===== config.mk =====
export PLATFORM = sky130hd
export DESIGN_NAME = imem_arbiter
export DESIGN_NICKNAME = d
export VERILOG_FILES = /design/src/rtl/imem_arbiter.sv
export SDC_FILE = /design/constraint.sdc
export NUM_CORES = 1
export LEC_CHECK = 0
export CORE_AREA = 2 2 95 97
export CTS_CLUSTER_DIAMETER = 80
export DETAILED_ROUTE_END_ITERATION = 8
export DIE_AREA = 0 0 97 99
export MAX_ROUTING_LAYER = met4
export PLACE_DENSITY = 0.6
export SLEW_MARGIN = 40
export SYNTH_ARGS = -nofsm -noshare
export SYNTH_HDL_FRONTEND = slang
export SYNTH_SLANG_ARGS = --single-unit
export TNS_END_PERCENT = 30

===== constraint.sdc =====
create_clock -name clk -period 4.28 [get_ports clk]
set_input_delay 1.07 -clock clk [delete_from_list [all_inputs] [get_ports clk]]
set_output_delay 1.07 -clock clk [all_outputs]
set_load 0.02 [all_outputs]

===== src/rtl/imem_arbiter.sv =====
// Instruction-memory arbiter: gives the loader exclusive access during boot, then arbitrates fetch and loader per cycle.
// Optional IMEM_ARB_RR_EN selects round-robin on contention; the default build uses fixed fetch priority.
module imem_arbiter #(
  parameter int          DEPTH    = 256,
  parameter int          AW       = $clog2(DEPTH),
  parameter logic [31:0] NOP_WORD = 32'h00000013
) (
  input  logic          clk,
  input  logic          rst_n,
  input  logic          f_req,
  input  logic [31:0]   f_addr,
  output logic          f_gnt,
  output logic          f_rvalid,
  output logic [31:0]   f_rdata,
  input  logic          l_req,
  input  logic          l_we,
  input  logic [31:0]   l_addr,
  input  logic [31:0]   l_wdata,
  output logic          l_gnt,
  output logic          l_rvalid,
  output logic [31:0]   l_rdata,
  input  logic          boot_done,
  output logic          core_run,
  output logic          m_en,
  output logic          m_we,
  output logic [AW-1:0] m_addr,
  output logic [31:0]   m_wdata,
  input  logic [31:0]   m_rdata,
  output logic          err
);

  localparam logic [0:0] BOOT = 1'b0;
  localparam logic [0:0] RUN  = 1'b1;

  localparam logic [1:0] OWN_NONE = 2'd0;
  localparam logic [1:0] OWN_F    = 2'd1;
  localparam logic [1:0] OWN_L    = 2'd2;

  logic [0:0]  state;
  logic [1:0]  owner;
  logic        rsp_fault;
  logic        err_q;
  logic        f_win;
  logic        l_win;
  logic        active;
  logic        sel_fault;
  logic [31:0] sel_addr;

  function automatic logic addr_fault(input logic [31:0] a);
    return (a[1:0] != 2'b00) || (a[31:2] >= 30'(DEPTH));
  endfunction

`ifdef IMEM_ARB_RR_EN
  // Records the winner of the last contested cycle; the other side is favoured next time.
  logic last_l;
`endif

  // Grants are gated by rst_n so they read as idle while reset is held.
  always_comb begin
    f_win = 1'b0;
    l_win = 1'b0;
    if (rst_n) begin
      if (state == BOOT) begin
        l_win = l_req;
      end else if (f_req && l_req) begin
`ifdef IMEM_ARB_RR_EN
        f_win = last_l;
        l_win = !last_l;
`else
        f_win = 1'b1;
`endif
      end else begin
        f_win = f_req;
        l_win = l_req;
      end
    end
  end

  always_comb begin
    sel_addr  = l_win ? l_addr : f_addr;
    active    = f_win || l_win;
    sel_fault = active && addr_fault(sel_addr);
  end

  assign f_gnt    = f_win;
  assign l_gnt    = l_win;
  assign core_run = (state == RUN);
  assign m_en     = active && !sel_fault;
  assign m_we     = l_win && l_we && !sel_fault;
  assign m_addr   = active ? sel_addr[AW+1:2] : '0;
  assign m_wdata  = l_win ? l_wdata : '0;

  assign f_rvalid = (owner == OWN_F);
  assign l_rvalid = (owner == OWN_L);
  assign f_rdata  = rsp_fault ? NOP_WORD : m_rdata;
  assign l_rdata  = rsp_fault ? NOP_WORD : m_rdata;
  assign err      = err_q;

  always_ff @(posedge clk or negedge rst_n) begin
    if (!rst_n) begin
      state     <= BOOT;
      owner     <= OWN_NONE;
      rsp_fault <= 1'b0;
      err_q     <= 1'b0;
    end else begin
      if (state == BOOT && boot_done)
        state <= RUN;
      if (l_win)
        owner <= OWN_L;
      else if (f_win)
        owner <= OWN_F;
      else
        owner <= OWN_NONE;
      rsp_fault <= sel_fault;
      if (sel_fault)
        err_q <= 1'b1;
    end
  end

`ifdef IMEM_ARB_RR_EN
  always_ff @(posedge clk or negedge rst_n) begin
    if (!rst_n)
      last_l <= 1'b0;
    else if (state == RUN && f_req && l_req)
      last_l <= l_win;
  end
`endif

endmodule


==> Implementation_results.wiki <==
{| class="wikitable"
! Metric !! Value
|-
| Outcome || complete, no violations
|-
| CTS Sinks || 5
|-
| Commonest cells after routing, fill and taps aside || sky130_fd_sc_hd__clkdlybuf4s50_1, sky130_fd_sc_hd__and2_1, sky130_fd_sc_hd__nor2b_1
|-
| Standby leakage power || 1.38 nW
|-
| Depth of the worst register-to-register path || 6
|-
| Shortest period the worst path allows || around 4000 ps
|-
| CP delay by family, top || buffers and inverters
|-
| Num CTS Buffers || 3
|-
| Critical path required time || between 3000 and 4000 ps
|-
| Post-route DRC violation count || 0
|-
| Delay of the slowest critical-path stage || between 600 and 700 ps
|-
| Type of origin of the critical path || input pin
|-
| Largest clock skew in the final design || 4.43 ps
|-
| Setup total negative slack || 0 ps
|-
| I/O Pins || between 200 and 250
|-
| Total routing usage reported by global routing || 0.144
|-
| Hold/Removal Path Class || reg2reg
|-
| Drt total wl || about 7000 um
|-
| Total gr overflow || 0
|-
| Type of the setup path with the least slack || in2out
|-
| Syn Area/Cell || between 6 and 7 um2
|-
| Most common library cell in the layout ignoring fill and taps || sky130_fd_sc_hd__clkdlybuf4s50_1
|-
| Share of synthesized area occupied by flip-flops and latches || 0.112
|-
| Vias per cell || slightly below 4
|-
| Deepest level of the CTS H-tree || 1
|-
| Post-layout instance area || around 0.0035 mm2
|-
| WP data arrival || just over 3000 ps
|-
| Nets || a little over 500
|-
| Type of element capturing the critical path || output port
|-
| Post-detail-place hpwl || 6480 um
|-
| Maximum achievable frequency || approximately 0.24 GHz
|-
| Largest net degree at the start of global routing || 33
|-
| Initial antenna violation count || 0
|-
| Slowest CP cell || sky130_fd_sc_hd__clkdlybuf4s50_1
|-
| PwrDens || between 100 and 150 mW/mm2
|-
| Buf+Inv Stages, Crit Path || 4
|-
| Worst IR Drop VDD || between 0.00004 and 0.00005 V
|-
| Initial DRT Pass Iterations || 2
|-
| Endpoints failing setup || 0
|-
| Post-CTS sizing || 0
|-
| Global-route wire length before repair || approximately 11,000 um
|-
| Root Driver || sky130_fd_sc_hd__clkbuf_8
|-
| Antenna cell count || 0
|-
| Post-route antenna net violation count || 0
|-
| Area of placed instances || 0.00349 mm2
|-
| Yosys Warn Count || 0
|-
| Crit-path cells || clkdlybuf4s50_1 > nand3_4 > inv_1 > buf_4 > and2_1 > clkdlybuf4s50_1
|-
| Max cap viols || 0
|-
| Worst slew slack as a fraction of its limit || 0.647
|-
| Cell count after synthesis || ~160
|-
| Starting Density || 0.130
|-
| Count of input and output buffers || ~250
|-
| Total design power || roughly 0.0005 W
|-
| Clock transition time at the flip-flop clock pins of the worst setup and hold paths || roughly 30 ps
|-
| Standard-cell row count || 34
|-
| Layout-stage area growth over the synthesis result || 218%
|-
| Longest Clk Path Bufs || 2
|-
| Weighted congestion at the end of routability-driven global placement || approximately 0.89
|-
| Total standard cell area after synthesis || about 0.0011 mm2
|-
| Setup repair after global routing missed its margin || no
|-
| Buffers inserted during post-CTS setup optimization || 0
|-
| Die Area || 0.00960 mm2
|-
| Wire per inst || between 10 and 15 um
|-
| Clock insertion delay at the later pin of the skew report || 220 ps
|-
| Clock tree from TritonCTS || built
|-
| Die height || slightly below 100 um
|-
| Number of fillers in the final layout || 849
|-
| Instance count on the critical path || 6
|-
| Measured slew at the worst slew-check pin || between 500 and 600 ps
|-
| X dimension of the die || 97 um
|-
| Number of distinct standard cells referenced by the synthesized netlist || 20
|-
| Via total after detailed routing || around 1,900
|-
| Post-synthesis register bit count || 5
|-
| Hold_buf cts || 0
|-
| Syn Nets || 298
|-
| Hold Worst Slack || about 470 ps
|-
| Vias in the first global route || between 2,000 and 2,500
|-
| WHS Path Cells || 2
|-
| Area of the core || around 0.0086 mm2
|-
| Cell repeated most along the worst path || sky130_fd_sc_hd__clkdlybuf4s50_1
|-
| Worst Path Max Fanout || 27
|-
| Final period utilization || 0.963
|-
| Share of post-route cells with drive strength above 1 || 0.0475
|-
| Starting DRC count in detailed routing || 27
|-
| Number of hold violations in the final report || 0
|-
| Final max-slew violation count || 0
|}
## metrics by stage
stage          instances   util  setup WS (ps)
2_1_floorplan        164      -           1070
3_3_place_gp         483  0.408            121
3_5_place_dp         483  0.408           74.0
4_1_cts              487  0.413           74.0
5_1_grt              487  0.415           10.2
6_report             487  0.415            159
## kinds of logic (layout without fill, tap and decap cells)
family                 Yosys count  in the layout  share of synthesized area
DFF                              5              5                      0.112
AOI/OAI and AO/OA               11             11                     0.0561
buffers and inverters           42            257                      0.250
and+or+nand+nor                106            106                      0.581
## worst register-to-register path, delay by kind of cell, from the launching register on
family	cells	cell delay [ps]
compound gates	1	70
buf+inv	2	290
flops	1	380
simple gates	3	610
## final timing paths
kind / end / slack (ps) / startpoint
max in group asynchronous: rsp_fault$_DFF_PN0_ / 2860 / rst_n
worst min register to register: err$_DFFE_PN0P_ / 470 / err$_DFFE_PN0P_
worst min-delay path: err$_DFFE_PN0P_ / 470 / err$_DFFE_PN0P_
worst max register to register: err$_DFFE_PN0P_ / 2800 / core_run$_DFFE_PN0P_
min in group asynchronous: core_run$_DFFE_PN0P_ / 1060 / rst_n
worst max-delay path: m_wdata[26] / 160 / rst_n
## layer usage
layer | GRT usage | wire [um] | vias up
met5 | - | 0 | -
met4 | 0.0661 | 263 | 0
met3 | 0.0319 | 670 | 14
met2 | 0.279 | 3820 | 156
met1 | 0.135 | 2270 | 816
li1 | - | - | 930
## cell usage after synthesis
cell	count	area share
sky130_fd_sc_hd__nor2b_1	31	0.17
sky130_fd_sc_hd__dfrtp_1	5	0.11
sky130_fd_sc_hd__or4_1	1	0.0067
sky130_fd_sc_hd__nor4_1	10	0.056
sky130_fd_sc_hd__buf_4	32	0.22
sky130_fd_sc_hd__buf_2	1	0.0045
sky130_fd_sc_hd__or4_4	1	0.010
sky130_fd_sc_hd__a21oi_1	9	0.040
sky130_fd_sc_hd__o21ba_1	1	0.0090
sky130_fd_sc_hd__nand2_1	18	0.061
sky130_fd_sc_hd__and2_1	33	0.19
sky130_fd_sc_hd__nor4_4	1	0.019
sky130_fd_sc_hd__o31ai_1	1	0.0067
sky130_fd_sc_hd__nand4_1	2	0.011
sky130_fd_sc_hd__clkbuf_1	7	0.024
sky130_fd_sc_hd__and3_1	2	0.011
sky130_fd_sc_hd__inv_1	2	0.0067
sky130_fd_sc_hd__or2_2	4	0.022
sky130_fd_sc_hd__nor3_1	2	0.0090
sky130_fd_sc_hd__nand3_4	1	0.016
## registers in the layout, summed over array words and instances, names as in the netlist
| register | cells |
|---|---|
| owner | 2 |
| rsp_fault | 1 |
| err | 1 |
| core_run | 1 |
## final cells by class
type                       count  area [um2]  share of cell area
multi-input combinational    117         717               0.202
tap                          108         135              0.0381
clock buffer                   4        45.0              0.0127
timing repair buffer         251        2510               0.709
inverter                       2        7.51             0.00212
sequential                     5         126              0.0356
## power breakdown
| group | switching, W | internal, W |
|---|---|---|
| combinational | 0.000142 | 0.000221 |
| clock | 0.0000231 | 0.0000640 |
| sequential | 0.00000702 | 0.0000492 |
No activity file was read; power rests on OpenSTA's default activity.
